[config.mk]
export PLATFORM = sky130hd
export DESIGN_NAME = gate_identifier
export DESIGN_NICKNAME = d
export VERILOG_FILES = /design/src/rtl/gate_id_pkg.sv /design/src/rtl/gate_identifier.sv
export SDC_FILE = /design/constraint.sdc
export NUM_CORES = 1
export LEC_CHECK = 0
export ABC_CLOCK_PERIOD_IN_PS = 2500
export CAP_MARGIN = 25
export CORE_MARGIN = 1
export CORE_UTILIZATION = 40
export DETAILED_ROUTE_END_ITERATION = 10
export GPL_TIMING_DRIVEN = 0
export PLACE_DENSITY = 0.64
export SLEW_MARGIN = 10
export SYNTH_ARGS = -nofsm -noshare
export SYNTH_HDL_FRONTEND = slang
export SYNTH_SLANG_ARGS = --single-unit
[constraint.sdc]
create_clock -name clk -period 2.5 [get_ports clk]
set_clock_uncertainty 0.2 [all_clocks]
set_input_delay 0.5 -clock clk [delete_from_list [all_inputs] [get_ports clk]]
set_output_delay 0.5 -clock clk [all_outputs]
set_load 0.005 [all_outputs]
[src/rtl/gate_id_pkg.sv]
// gate_id_pkg: gate codes, reference truth tables, FSM states and the table decoder.
package gate_id_pkg;
    typedef enum logic [3:0] {
        G_NONE    = 4'd0,
        G_AND     = 4'd1,
        G_OR      = 4'd2,
        G_NOT_A   = 4'd3,
        G_NAND    = 4'd4,
        G_NOR     = 4'd5,
        G_XOR     = 4'd6,
        G_XNOR    = 4'd7,
        G_CONST0  = 4'd8,
        G_CONST1  = 4'd9,
        G_BUF_A   = 4'd10,
        G_BUF_B   = 4'd11,
        G_NOT_B   = 4'd12,
        G_UNKNOWN = 4'd15
    } gate_id_t;
    typedef enum logic [1:0] {IDLE, DRIVE, DONE} state_t;
    localparam logic [3:0] TT_AND    = 4'b1000;
    localparam logic [3:0] TT_OR     = 4'b1110;
    localparam logic [3:0] TT_NOT_A  = 4'b0011;
    localparam logic [3:0] TT_NAND   = 4'b0111;
    localparam logic [3:0] TT_NOR    = 4'b0001;
    localparam logic [3:0] TT_XOR    = 4'b0110;
    localparam logic [3:0] TT_XNOR   = 4'b1001;
    localparam logic [3:0] TT_CONST0 = 4'b0000;
    localparam logic [3:0] TT_CONST1 = 4'b1111;
    localparam logic [3:0] TT_BUF_A  = 4'b1100;
    localparam logic [3:0] TT_BUF_B  = 4'b1010;
    localparam logic [3:0] TT_NOT_B  = 4'b0101;
    function automatic gate_id_t classify(input logic [3:0] tt);
        case (tt)
            TT_AND:    return G_AND;
            TT_OR:     return G_OR;
            TT_NOT_A:  return G_NOT_A;
            TT_NAND:   return G_NAND;
            TT_NOR:    return G_NOR;
            TT_XOR:    return G_XOR;
            TT_XNOR:   return G_XNOR;
            TT_CONST0: return G_CONST0;
            TT_CONST1: return G_CONST1;
            TT_BUF_A:  return G_BUF_A;
            TT_BUF_B:  return G_BUF_B;
            TT_NOT_B:  return G_NOT_B;
            default:   return G_UNKNOWN;
        endcase
    endfunction
endpackage

[src/rtl/gate_identifier.sv]
// gate_identifier: sweeps a two-input DUP through 00..11, captures its output
// into a truth table and decodes the gate identity.
module gate_identifier
    import gate_id_pkg::*;
#(
    parameter int SETTLE_CYCLES = 1
) (
    input  logic       clk,
    input  logic       rst,
    input  logic       start,
    output logic       probe_a,
    output logic       probe_b,
    input  logic       dut_y,
    output logic       busy,
    output logic       done,
    output logic [3:0] truth_table,
    output logic [3:0] gate_id
);
    localparam logic [3:0] S = 4'(SETTLE_CYCLES);
    state_t     state;
    logic [1:0] idx;
    logic [3:0] cnt;
    logic [3:0] tt_next;
    // table including the bit captured on this sample edge, so the decode sees all four
    always_comb begin
        tt_next = truth_table;
        tt_next[idx] = dut_y;
    end
    always_ff @(posedge clk) begin
        if (rst) begin
            state <= IDLE;
            idx <= 2'd0;
            cnt <= 4'd0;
            probe_a <= 1'b0;
            probe_b <= 1'b0;
            busy <= 1'b0;
            done <= 1'b0;
            truth_table <= 4'd0;
            gate_id <= G_NONE;
        end else begin
            case (state)
                IDLE: if (start) begin
                    state <= DRIVE;
                    idx <= 2'd0;
                    cnt <= S;
                    truth_table <= 4'd0;
                    busy <= 1'b1;
                    {probe_a, probe_b} <= 2'b00;
                end
                DRIVE: if (cnt != 4'd0) begin
                    cnt <= cnt - 4'd1;
                end else begin
                    truth_table <= tt_next;
                    if (idx == 2'd3) begin
                        state <= DONE;
                        done <= 1'b1;
                        {probe_a, probe_b} <= 2'b00;
                        gate_id <= classify(tt_next);
                    end else begin
                        idx <= idx + 2'd1;
                        cnt <= S;
                        {probe_a, probe_b} <= idx + 2'd1;
                    end
                end
                DONE: begin
                    state <= IDLE;
                    done <= 1'b0;
                    busy <= 1'b0;
                end
                default: state <= IDLE;
            endcase
        end
    end
endmodule

Word level (Yosys, flattened, before mapping)

Memory sizes are Yosys's and may differ from the RTL's. A register that Yosys moved wholly into a read port is not among the register bits.
Index checks and enable logic that the tools add are counted.

Memory bits (writable): 0
Input port bits: 4
Latch bits: 0
Memories kept: 1
Logic and storage cells: 65
Register bits after elaboration: 16
ROM bits: 64

Bitwise operators: 1
Order comparisons: 2
Div/mod/pow operators: 0
Multipliers: 0
Shift-type cells: 0
Multiplexer cells: 30
Reductions and logical operators: 13
Equality and inequality tests: 8
Add/sub/neg operators: 2

Memory list:

| memory          | words | width | read ports | clocked after Yosys merged registers in | write ports | RTL line          | text |
|---|---|---|---|---|---|---|---|
| (no name shown) | 16    | 4     | 1          | 1                                       | 0           | gate_id_pkg.sv:33 | `case (tt)` |

Operators by type and width:

| operator              | count |
|---|---|
| $mux W4               | 5 |
| $pmux W4 S2           | 2 |
| $reduce_and A3 Y1     | 5 |
| $mux W2               | 6 |
| $mux W1               | 9 |
| $ne A2 B2 Y1 const B  | 4 |
| $pmux W1 S2           | 4 |
| $pmux W2 S2           | 2 |
| $reduce_bool A2 Y1    | 3 |
| $bwmux W4             | 1 |
| $eq A2 B2 Y1 const B  | 2 |
| $reduce_and A4 Y1     | 1 |
| $reduce_bool A4 Y1    | 1 |
| $sub A4 B1 Y4 const B | 1 |
| $lt A2 B3 Y1 const B  | 1 |
| $ne A3 B3 Y1 const B  | 1 |
| $add A2 B1 Y2 const B | 1 |
| $demux W1 S2          | 1 |
| $eq A2 B1 Y1 const B  | 1 |
| $ge A2 B1 Y1 const B  | 1 |
| $logic_not A2 Y1      | 1 |
| $reduce_and A2 Y1     | 1 |
| $logic_and A1 B1 Y1   | 1 |
| $not A1 Y1            | 1 |

Logic depth before layout (Yosys ltp)

Word-level depth: 7
Mapped depth: 8
Depth with buffers taken out: 8

Least setup slack after synthesis

No wires, ideal clock.

Path type: register to register
Start: reg idx[0]
End: reg gate_id[2]
Data required time: 2.229 ns
Path slack: 0.404 ns
Clock period less this slack: 2.096 ns
Stages on the path, launching flop included: 9
Data arrival time: 1.826 ns
Path buffers: 0
Library setup time: 0.071 ns
Cells stage by stage: dfxtp_1 inv_1 ha_1 mux2i_1 inv_1 ha_1 mux2i_1 a211o_1 a21oi_1

Word-level cells in the longest chain between the ends: 5
Elaborated cells on any way between the ends: 8
Those cells by class: order compare: 2; eq/ne: 1; mux: 3; reduce/logical: 2

RTL lines:

| element                                                                   | RTL line              | text |
|---|---|---|
| from (decl)                                                               | gate_identifier.sv:21 | `logic [1:0] idx;` |
| from (signal assigned)                                                    | gate_identifier.sv:60 | `idx <= idx + 2'd1;` |
| $lt A2 B3 Y1 (not written as such) / $ge A2 B1 Y1 (equally long branches) | gate_identifier.sv:27 | `tt_next[idx] = dut_y;` |
| $logic_and A1 B1 Y1 (not written as such)                                 | gate_identifier.sv:27 |  |
| $mux W1 (not written as such)                                             | gate_identifier.sv:27 |  |
| $demux W1 S2                                                              | gate_identifier.sv:27 |  |
| $bwmux W4                                                                 | gate_identifier.sv:27 |  |
| to (decl)                                                                 | gate_identifier.sv:17 | `output logic [3:0] gate_id` |

Parallel ways exist; a longest one is shown, timed or not.
A chain may end at the register's enable or synchronous reset.

Worst setup path in the final report

Start: in dut_y
End: reg gate_id[2]

Word-level cells in the longest chain between the ends: 1

RTL lines:

| element     | RTL line              | text |
|---|---|---|
| from (decl) | gate_identifier.sv:13 | `input logic dut_y,` |
| $bwmux W4   | gate_identifier.sv:27 |  |

Every way passes these cells.

==> reports/qor.yml <==
synth.distinct_cells: 37
combPwrFrac_pct: 17.3
grt_busiest_layer: "met2"
hold_violations: 0
power.density_mw_per_mm2: 484.1
cts_sinks: 20
cp_max_fo: 6
slowest_delay_ns: 0.53
cts_hold_buf: 0
area_growth_pct: 19.96
synth-edff-count: 0
critical_path.startpoint: "dut_y"
yosysSeqAreaShare_pct: 36.08
grt_pass1_wl_mm: 3.691
antenna_left: 0
ys_async_sr_fraction_pct: 0
cpMaxStageDelayCell: "clkdlybuf4s50_1"
worstSetupPathType: "input port to flip-flop"
insertion_delay_ns: 0.29
min_path_type: "input port to flip-flop"
yosysTopAreaCell: "dfxtp_1"
overflow: 0
timing.final.ws_setup_ns: 0.1087
cts_setup_buffers: 0
drt_iter0_markers: 11
p_int_mw: 0.4702
yosysMostFrequentCell: "dfxtp_1"
final_cells: 171
yosys-top-cells-count: "dfxtp_1 (20), inv_1 (12), a21oi_1 (11), nor2_1 (11)"
htree_levels: 1
drive_above_1_share_pct: 10.64
clock_path_buffers: 2
critPathCaptureType: "flip-flop"
grt_pass1_vias: 830
cap_violations: 0
io_buffers: 14
min-delay-start: "rst"
timing.final.crit_share_pct: 95.65
die_y_um: 54.68
antenna_found_initial: 0
irDropWorstVdd_uv: 309.4
drv_slew: 0
syn_area_mm2: 0.001110
grt_start_max_net_pins: 12
drc: 0
synth.area.top_cells: "dfxtp_1 (36%), ha_1 (9.0%), mux2i_1 (7.2%)"
grtUsageTotal_pct: 17.28
cts_buffers: 3
viasPerCell: 5.480
gr-usage-met1_pct: 24.42
synth_ff_type: "dfxtp_1"
fin_crit_ns: 2.391
hpwl_mm: 1.652
max_clock_freq_mhz: 418.2
finalSetupViolCount: 0
leakagePower_nw: 0.5052
die_w_um: 54.68
initial_core_util_pct: 43.61
use_met2_pct: 26.10
relSlewSlack_pct: 63.32
worstMarginPinSlew_ns: 0.5348
synth_top_area_share_pct: 36.08
yosysWarnings: 0
nets: 154
clkTransAtPathRegs_ns: 0.12
placed_cells: 167
syn_nets: 135
place.gp.congestion: 0.7705
r2r_start: "idx[0]"
io_pins: 16
num_vias: 937
diodes: 0
dr.pass1.iters: 4
fillers: 266
rsz0062_at_grt: "no"
switching_share_pct: 27.03
netlist_instances: 123
ctsResizeCount: 0
cp.required_ns: 2.53
cts_root_buffer: "clkbuf_4"
synth-seq-cells: 20
pre_cts_ws_ns: -0.2961
status: "completed"
wl_per_cell_um: 13.29
coreArea_mm2: 0.002545
cts_tree: "built"
std_cell_rows: 18
postRouteWirelength_mm: 2.272
p_seq_share_pct: 53.2
net-switching-power_mw: 0.1742
worstPathArrival_ns: 2.42
start_kind: "input port"
dieArea_mm2: 0.002989
grt_use_met3_pct: 2.500
syn_area_per_cell_um2: 9.023
pwr-share-clk_pct: 29.4
cp_cell_sequence: "clkdlybuf4s50_1 -> mux2i_2 -> inv_1 -> ha_1 -> mux2i_1 -> a211o_1 -> a21oi_1"
==> cell families after synthesis <==
logic type,share of synthesized area (%)
flip-flops,36.08
AO/OA/AOI/OAI,19.50
adder cells (fa/ha/maj),9.020
multiplexers,10.26
buffers and inverters,7.327
AND/OR/NAND/NOR,17.81
==> worst max-delay path: cells and delay by family <==
family / cells / cell delay (ns)
compound gates: 2 / 0.42
fa+ha+maj: 1 / 0.33
buf+inv: 2 / 0.73
mux: 2 / 0.44
==> final timing paths <==
kind | depth (start not counted) | slack (ns) | to
worst max-delay path | 7 | 0.11 | gate_id[2]
worst min-delay path | 2 | 0.19 | gate_id[3]
worst max register to register | 8 | 0.15 | gate_id[2]
worst min register to register | 2 | 0.27 | gate_id[3]
==> cell usage in the layout (no fill, tap or decap), types with 2 or more instances in the layout <==
cell type	synthesis	layout
dfxtp_1	20	20
clkdlybuf4s50_1	0	14
inv_1	12	12
a21oi_1	11	11
nor2_1	11	11
ha_1	8	8
nand3_1	6	6
mux2i_1	8	6
nand2b_1	5	5
nor3_1	4	4
o21ai_0	4	4
nand2_1	3	3
a211oi_1	3	3
clkbuf_4	0	3
mux2i_2	0	2
buf_2	2	2
buf_6	2	2
a31oi_1	2	2
==> stage by stage <==
stage | power, mW | setup TNS, ns | hold WS (ns) | util (%) | cell area (µm²)
floorplan | 0.4278 | 0 | 0.2527 | - | 1110
global placement | 0.4558 | -0.2990 | 0.2484 | 50.59 | 1287
detailed placement | 0.4585 | -0.4766 | 0.2558 | 50.59 | 1287
CTS | 0.6514 | 0 | 0.1776 | 52.02 | 1324
global route | 0.6783 | 0 | 0.1806 | 52.31 | 1331
finish | 0.6444 | 0 | 0.1852 | 52.31 | 1331
==> routing by layer <==
metal | vias to the layer above | routed length, µm
li1 | 476 | -
met1 | 444 | 1115
met2 | 15 | 1063
met3 | 2 | 77
met4 | 0 | 15
met5 | - | 0
==> power by group through the flow <==
stage          sequential [mW]  clock [mW]  combinational, mW
2_1_floorplan            0.347           0             0.0803
3_3_place_gp             0.349           0              0.107
3_5_place_dp             0.350           0              0.109
4_1_cts                  0.343       0.199              0.110
5_1_grt                  0.345       0.208              0.125
6_report                 0.343       0.190              0.112
==> flip-flops by register name, indices dropped and copies added (netlist names) <==
signal       flops
cnt              4
gate_id          4
truth_table      4
idx              2
state            2
busy             1
done             1
probe_a          1
probe_b          1
==> final cells by class <==
class / count / area, µm² / share of cell area, %
clock buffers: 4 / 36.28 / 2.726
inverters: 12 / 45.04 / 3.383
well taps: 30 / 37.54 / 2.820
multi-input cells: 86 / 635.6 / 47.74
flip-flops and latches: 20 / 400.4 / 30.08
plain buffers: 5 / 36.28 / 2.726
repair buffers: 14 / 140.1 / 10.53
Power figures use the tool's default switching activity.
